`config.mk`:
```
export PLATFORM = sky130hd
export DESIGN_NAME = treeval_ctrl
export DESIGN_NICKNAME = d
export VERILOG_FILES = /design/src/rtl/treeval_ctrl.sv
export SDC_FILE = /design/constraint.sdc
export NUM_CORES = 1
export LEC_CHECK = 0
export ABC_AREA = 1
export ABC_CLOCK_PERIOD_IN_PS = 3810
export CORE_ASPECT_RATIO = 0.8
export CORE_MARGIN = 1
export CORE_UTILIZATION = 45
export CTS_CLUSTER_DIAMETER = 120
export DETAILED_ROUTE_END_ITERATION = 8
export PLACE_DENSITY = 0.92
export SLEW_MARGIN = 5
export SYNTH_ARGS = -nofsm -noshare
export SYNTH_HDL_FRONTEND = slang
export SYNTH_SLANG_ARGS = --single-unit
```
`constraint.sdc`:
```
create_clock -name clk_i -period 3.81 [get_ports clk_i]
set_clock_uncertainty 0.15 [all_clocks]
set_input_delay 0.762 -clock clk_i [delete_from_list [all_inputs] [get_ports clk_i]]
set_output_delay 0.762 -clock clk_i [all_outputs]
set_load 0.02 [all_outputs]
```
`src/rtl/treeval_ctrl.sv`:
```
// Command sequencer for treeval: host commands become one-cycle write strobes or a start/wait/result run.
// Optional build macro TREEVAL_CTRL_CHECK_EN: drop out-of-range writes and RUN without a valid node count.
module treeval_ctrl #(
    parameter int W_ADDR    = 10,
    parameter int W_N_DATA  = 12,
    parameter int W_C_DATA  = 10,
    parameter int W_REWARD  = 12,
    parameter int W_ACTION  = 3,
    parameter int START_CYC = 1,
    parameter int WAIT_MAX  = 64
) (
    input  logic                clk_i,
    input  logic                rst_ni,
    input  logic                cmd_valid_i,
    output logic                cmd_ready_o,
    input  logic [2:0]          cmd_op_i,
    input  logic [W_ADDR-1:0]   cmd_addr_i,
    input  logic [W_N_DATA-1:0] cmd_data_i,
    output logic                mem_par_o,
    output logic                mem_rew_o,
    output logic                mem_act_o,
    output logic                mem_weight_o,
    output logic [W_ADDR-1:0]   mem_addr_o,
    output logic [W_N_DATA-1:0] mem_data_o,
    output logic                conf_nodes_o,
    output logic [W_C_DATA-1:0] conf_data_o,
    output logic                tv_start_o,
    input  logic                exp_change_i,
    input  logic [W_REWARD-1:0] exp_i,
    input  logic [W_ACTION-1:0] act_i,
    output logic                res_valid_o,
    input  logic                res_ready_i,
    output logic [W_REWARD-1:0] res_exp_o,
    output logic [W_ACTION-1:0] res_act_o,
    output logic                res_tmo_o,
    output logic                res_err_o
);
    localparam int W_WCNT = $clog2(WAIT_MAX + 1);
    localparam int W_SCNT = $clog2(START_CYC + 1);

    typedef enum logic [1:0] {S_IDLE, S_START, S_WAIT, S_RESULT} state_e;

    state_e              state_q, state_d;
    logic [W_SCNT-1:0]   start_cnt_q, start_cnt_d;
    logic [W_WCNT-1:0]   wait_cnt_q, wait_cnt_d;
    logic [3:0]          mem_strb_q, mem_strb_d;   // {weight, act, rew, par}
    logic                conf_strb_q, conf_strb_d;
    logic [W_ADDR-1:0]   mem_addr_q, mem_addr_d;
    logic [W_N_DATA-1:0] mem_data_q, mem_data_d;
    logic [W_C_DATA-1:0] conf_data_q, conf_data_d;
    logic                err_q, err_d;
    logic [W_REWARD-1:0] res_exp_q, res_exp_d;
    logic [W_ACTION-1:0] res_act_q, res_act_d;
    logic                res_tmo_q, res_tmo_d;
    logic                accept;
    logic                wr_ok, run_ok;
    logic [3:0]          wr_sel;

`ifdef TREEVAL_CTRL_CHECK_EN
    logic [W_C_DATA-1:0] node_cnt_q, node_cnt_d;
    logic                conf_seen_q, conf_seen_d;

    assign wr_ok  = 32'(cmd_addr_i) < 32'(node_cnt_q);
    assign run_ok = conf_seen_q && (node_cnt_q != '0);

    always_ff @(posedge clk_i) begin
        if (!rst_ni) begin
            node_cnt_q  <= '0;
            conf_seen_q <= 1'b0;
        end else begin
            node_cnt_q  <= node_cnt_d;
            conf_seen_q <= conf_seen_d;
        end
    end

    always_comb begin
        node_cnt_d  = node_cnt_q;
        conf_seen_d = conf_seen_q;
        if (accept && cmd_op_i == 3'd0) begin
            node_cnt_d  = cmd_data_i[W_C_DATA-1:0];
            conf_seen_d = 1'b1;
        end
    end
`else
    assign wr_ok  = 1'b1;
    assign run_ok = 1'b1;
`endif

    assign cmd_ready_o = (state_q == S_IDLE) && rst_ni;
    assign accept      = cmd_valid_i && cmd_ready_o;

    always_comb begin
        wr_sel = 4'b0000;
        case (cmd_op_i)
            3'd1:    wr_sel = 4'b0001;
            3'd2:    wr_sel = 4'b0010;
            3'd3:    wr_sel = 4'b0100;
            3'd4:    wr_sel = 4'b1000;
            default: wr_sel = 4'b0000;
        endcase
    end

    always_comb begin
        state_d     = state_q;
        start_cnt_d = start_cnt_q;
        wait_cnt_d  = wait_cnt_q;
        mem_strb_d  = '0;
        conf_strb_d = 1'b0;
        mem_addr_d  = '0;
        mem_data_d  = '0;
        conf_data_d = '0;
        err_d       = 1'b0;
        res_exp_d   = res_exp_q;
        res_act_d   = res_act_q;
        res_tmo_d   = res_tmo_q;
        case (state_q)
            S_IDLE: begin
                if (accept) begin
                    case (cmd_op_i)
                        3'd0: begin
                            conf_strb_d = 1'b1;
                            conf_data_d = cmd_data_i[W_C_DATA-1:0];
                        end
                        3'd1, 3'd2, 3'd3, 3'd4: begin
                            if (wr_ok) begin
                                mem_strb_d = wr_sel;
                                mem_addr_d = cmd_addr_i;
                                mem_data_d = cmd_data_i;
                            end else begin
                                err_d = 1'b1;
                            end
                        end
                        3'd5: begin
                            if (run_ok) begin
                                state_d     = S_START;
                                start_cnt_d = '0;
                            end else begin
                                err_d = 1'b1;
                            end
                        end
                        default: err_d = 1'b1;
                    endcase
                end
            end
            S_START: begin
                if (start_cnt_q == W_SCNT'(START_CYC - 1)) begin
                    state_d    = S_WAIT;
                    wait_cnt_d = '0;
                end else begin
                    start_cnt_d = start_cnt_q + 1'b1;
                end
            end
            S_WAIT: begin
                // exp_change takes priority over a timeout landing in the same cycle
                if (exp_change_i || wait_cnt_q == W_WCNT'(WAIT_MAX - 1)) begin
                    state_d   = S_RESULT;
                    res_exp_d = exp_i;
                    res_act_d = act_i;
                    res_tmo_d = !exp_change_i;
                end else if (wait_cnt_q != W_WCNT'(WAIT_MAX)) begin
                    wait_cnt_d = wait_cnt_q + 1'b1;
                end
            end
            S_RESULT: begin
                if (res_ready_i) begin
                    state_d   = S_IDLE;
                    res_exp_d = '0;
                    res_act_d = '0;
                    res_tmo_d = 1'b0;
                end
            end
            default: state_d = S_IDLE;
        endcase
    end

    always_ff @(posedge clk_i) begin
        if (!rst_ni) begin
            state_q     <= S_IDLE;
            start_cnt_q <= '0;
            wait_cnt_q  <= '0;
            mem_strb_q  <= '0;
            conf_strb_q <= 1'b0;
            mem_addr_q  <= '0;
            mem_data_q  <= '0;
            conf_data_q <= '0;
            err_q       <= 1'b0;
            res_exp_q   <= '0;
            res_act_q   <= '0;
            res_tmo_q   <= 1'b0;
        end else begin
            state_q     <= state_d;
            start_cnt_q <= start_cnt_d;
            wait_cnt_q  <= wait_cnt_d;
            mem_strb_q  <= mem_strb_d;
            conf_strb_q <= conf_strb_d;
            mem_addr_q  <= mem_addr_d;
            mem_data_q  <= mem_data_d;
            conf_data_q <= conf_data_d;
            err_q       <= err_d;
            res_exp_q   <= res_exp_d;
            res_act_q   <= res_act_d;
            res_tmo_q   <= res_tmo_d;
        end
    end

    assign mem_par_o    = mem_strb_q[0];
    assign mem_rew_o    = mem_strb_q[1];
    assign mem_act_o    = mem_strb_q[2];
    assign mem_weight_o = mem_strb_q[3];
    assign mem_addr_o   = mem_addr_q;
    assign mem_data_o   = mem_data_q;
    assign conf_nodes_o = conf_strb_q;
    assign conf_data_o  = conf_data_q;
    assign tv_start_o   = (state_q == S_START);
    assign res_valid_o  = (state_q == S_RESULT);
    assign res_exp_o    = res_exp_q;
    assign res_act_o    = res_act_q;
    assign res_tmo_o    = res_tmo_q;
    assign res_err_o    = err_q;
endmodule

```
==> flow_summary.toml <==
[final_layout]
fin_nets = 454
drive_above_1_share_pct = 15.23
fillers = 374
syn2layout_area_growth_pct = 50.37
diodes = 0

[synthesis]
syn-mean-instance-area_um2 = 8.465
syn_inst = 299
synth_adder_area_share_pct = 3.460
synth-simple-area-share_pct = 31.69
yosysTopAreaCell = "dfxtp_1"
synth_top_area_share_pct = 49.83
synth_compound_area_share_pct = 5.586
yosysSeqAreaShare_pct = 49.83
ys_ff_latch = 63
synth_top_family_by_area = "simple AND/OR/NAND/NOR gates"
syn-num-nets = 351
netlist_area_mm2 = 0.002531
synth_warnings = 0
synth_area_leaders = "dfxtp_1 50%, nor2_1 8.2%, nand2_1 6.1%, inv_1 5.5%, nand3_2 4.3%"
synth_mux_area_share_pct = 0
synth_xor_area_share_pct = 0
synth_cell_types = 27

[floorplanning]
dieWidth_um = 85.85
rows = 24
start_util_pct = 46.57
ios = 102
die-area_mm2 = 0.005931
core_area_mm2 = 0.005435
dieHeight_um = 69.08

[route]
drc = 0
postRouteAntennaNets = 0
drtIter0Drc = 150
routed_wl_um = 6002
via_count = 2268
wl_per_cell_um = 12.38
dr.pass1.iters = 4
vias_per_cell = 4.676

[worst_hold_path]
hp-class = "reg2reg"

[global_route]
antenna_found_initial = 0
grt_util_met2_pct = 35.56
grt_use_met1_pct = 24.28
grt-busiest-layer = "met2"
grt.met3_usage_pct = 7.545
overflow = 0
track_usage_pct = 20.93
grt_pass1_wl_um = 9660
grt_pass1_vias = 2122
grt_max_degree = 23

[critical_path]
crit_chain = "clkdlybuf4s50_1, nand2_1, inv_1, clkdlybuf4s50_1"
cpMostUsedCell = "clkdlybuf4s50_1"
cp-end-kind = "output pin"
arrival_ns = 2.25
crit_start = "rst_ni"
r2r_cells = 6
r2r_slack_ns = 1.75
cp.required_ns = 2.90
critPathMaxStageDelay_ns = 0.73
critPathMaxFanout = 11
endpoint = "cmd_ready_o"
crit_slowest_cell = "clkdlybuf4s50_1"
r2r-end = "mem_data_o[0]"
cp-start-kind = "input pin"
worst-setup-path-type = "in2out"
rr_startpoint = "state_q[0]"

[clock_network]
cts_buffers = 9
clock_path_buffers = 2
clk_pin_slew_worst_paths_ns = 0.07
cts-root-buf = "clkbuf_8"
cts_tree = "built"
htreeDepth = 3
ctsResizeCount = 0
postCtsSetupRepairBufs = 0
clk_latency_ns = 0.33
cts.sinks = 63
cts_hold_buf = 0

[sta]
finalCriticalPeriod_ns = 3.162
fin_tns_setup_ns = 0
drv_slew = 0
max_freq_ghz = 0.3163
rsz0062_at_grt = "no"
relSlewSlack_pct = 49.61
setup_viol = 0
finalHoldViolCount = 0
period_share_pct = 82.98
worst_pin_slew_ns = 0.7539

[place]
place_congestion = 0.8565
io_buffers = 101
dpl.hpwl_um = 4213

[power_and_ir_drop]
ir_drop_mv = 0.2225
p_leak_nw = 1.578
pwr_density_cell_mw_per_mm2 = 568.5
fin_total_pwr_mw = 2.164

[flow_run]
drv_cap = 0

[run_status]
status = "finished, final reports clean"
[synthesized netlist by cell type, drive strengths merged]
master	instances
a21oi	19
buf	7
clkbuf	3
clkinv	5
dfxtp	63
ha	7
inv	40
nand2	55
nand3	33
nand4	5
nor2	57
nor3	2
nor3b	1
o21ai	1
or2	1
[per-stage QoR]
stage          util (%)  std cells  hold slack [ns]  instance area [µm²]  setup WS (ns)
4_1_cts           70.03        485           0.3166                 3806         0.6546
6_report          70.03        485           0.3172                 3806         0.6484
3_5_place_dp      65.81        469           0.3050                 3577         0.6586
3_3_place_gp      65.81        469           0.2987                 3577         0.7027
2_1_floorplan         -        299           0.3488                 2531          1.818
5_1_grt           70.03        485           0.3333                 3806         0.5743
[worst min path at each step]
stage	startpoint	endpoint	slack (ns)	cells after the start
floorplan	wait_cnt_q[2]	wait_cnt_q[2]	0.35	2
global placement	res_exp_o[2]	res_exp_o[2]	0.30	2
detailed placement	res_exp_o[6]	res_exp_o[6]	0.31	2
CTS	res_act_o[0]	res_act_o[0]	0.32	2
global route	res_tmo_o	res_tmo_o	0.33	2
finish	res_exp_o[1]	res_exp_o[1]	0.32	2
[registers in the layout, summed over array words and instances, names as in the netlist]
register	cells
res_exp_o	12
res_act_o	3
conf_data_o	10
mem_addr_o	10
mem_strb_q	4
conf_nodes_o	1
state_q	2
res_tmo_o	1
wait_cnt_q	7
mem_data_o	12
res_err_o	1
[routing by layer]
| metal | up-vias | wire length [µm] |
|---|---|---|
| li1 | 1130 | - |
| met1 | 1042 | 2526 |
| met2 | 88 | 3010 |
| met3 | 8 | 370 |
| met4 | 0 | 95 |
| met5 | - | 0 |
[cell type report]
class,count,area (µm²),share of cell area [%]
Sequential cell,63,1261,33.14
Multi-Input combinational cell,181,1031,27.09
Timing Repair Buffer,102,1018,26.76
Inverter,45,168.9,4.438
Clock buffer,9,123.9,3.254
Clock inverter,7,105.1,2.761
Tap cell,78,97.59,2.564
[kinds of logic (layout without fill, tap and decap cells)]
kind of cell             after synthesis  after routing
AO/OA/AOI/OAI                         20             20
flip-flops                            63             63
buffers and inverters                 55            163
AND/OR/NAND/NOR                      154            154
adder cells (fa/ha/maj)                7              7
[layout by cell type (no fill, tap or decap), types with 7 or more instances in the layout]
master	instances
a21oi_2	11
dfxtp_1	63
nand2_2	11
nand3_1	19
inv_1	37
clkdlybuf4s50_1	101
clkbuf_8	9
nor2_1	55
nand3_2	11
nand2_1	41
ha_1	7
a21oi_1	8
[power by group]
group	switching (mW)	internal (mW)	leakage [nW]	total, mW
Sequential	0.0333	0.718	0.510	0.751
Combinational	0.463	0.295	0.956	0.759
Clock	0.276	0.377	0.112	0.653
[worst max-delay path, delay by kind of cell]
family | cells | cell delay (ns)
simple gates | 1 | 0.10
buf+inv | 3 | 1.39
(Power assumes the default switching activity.)
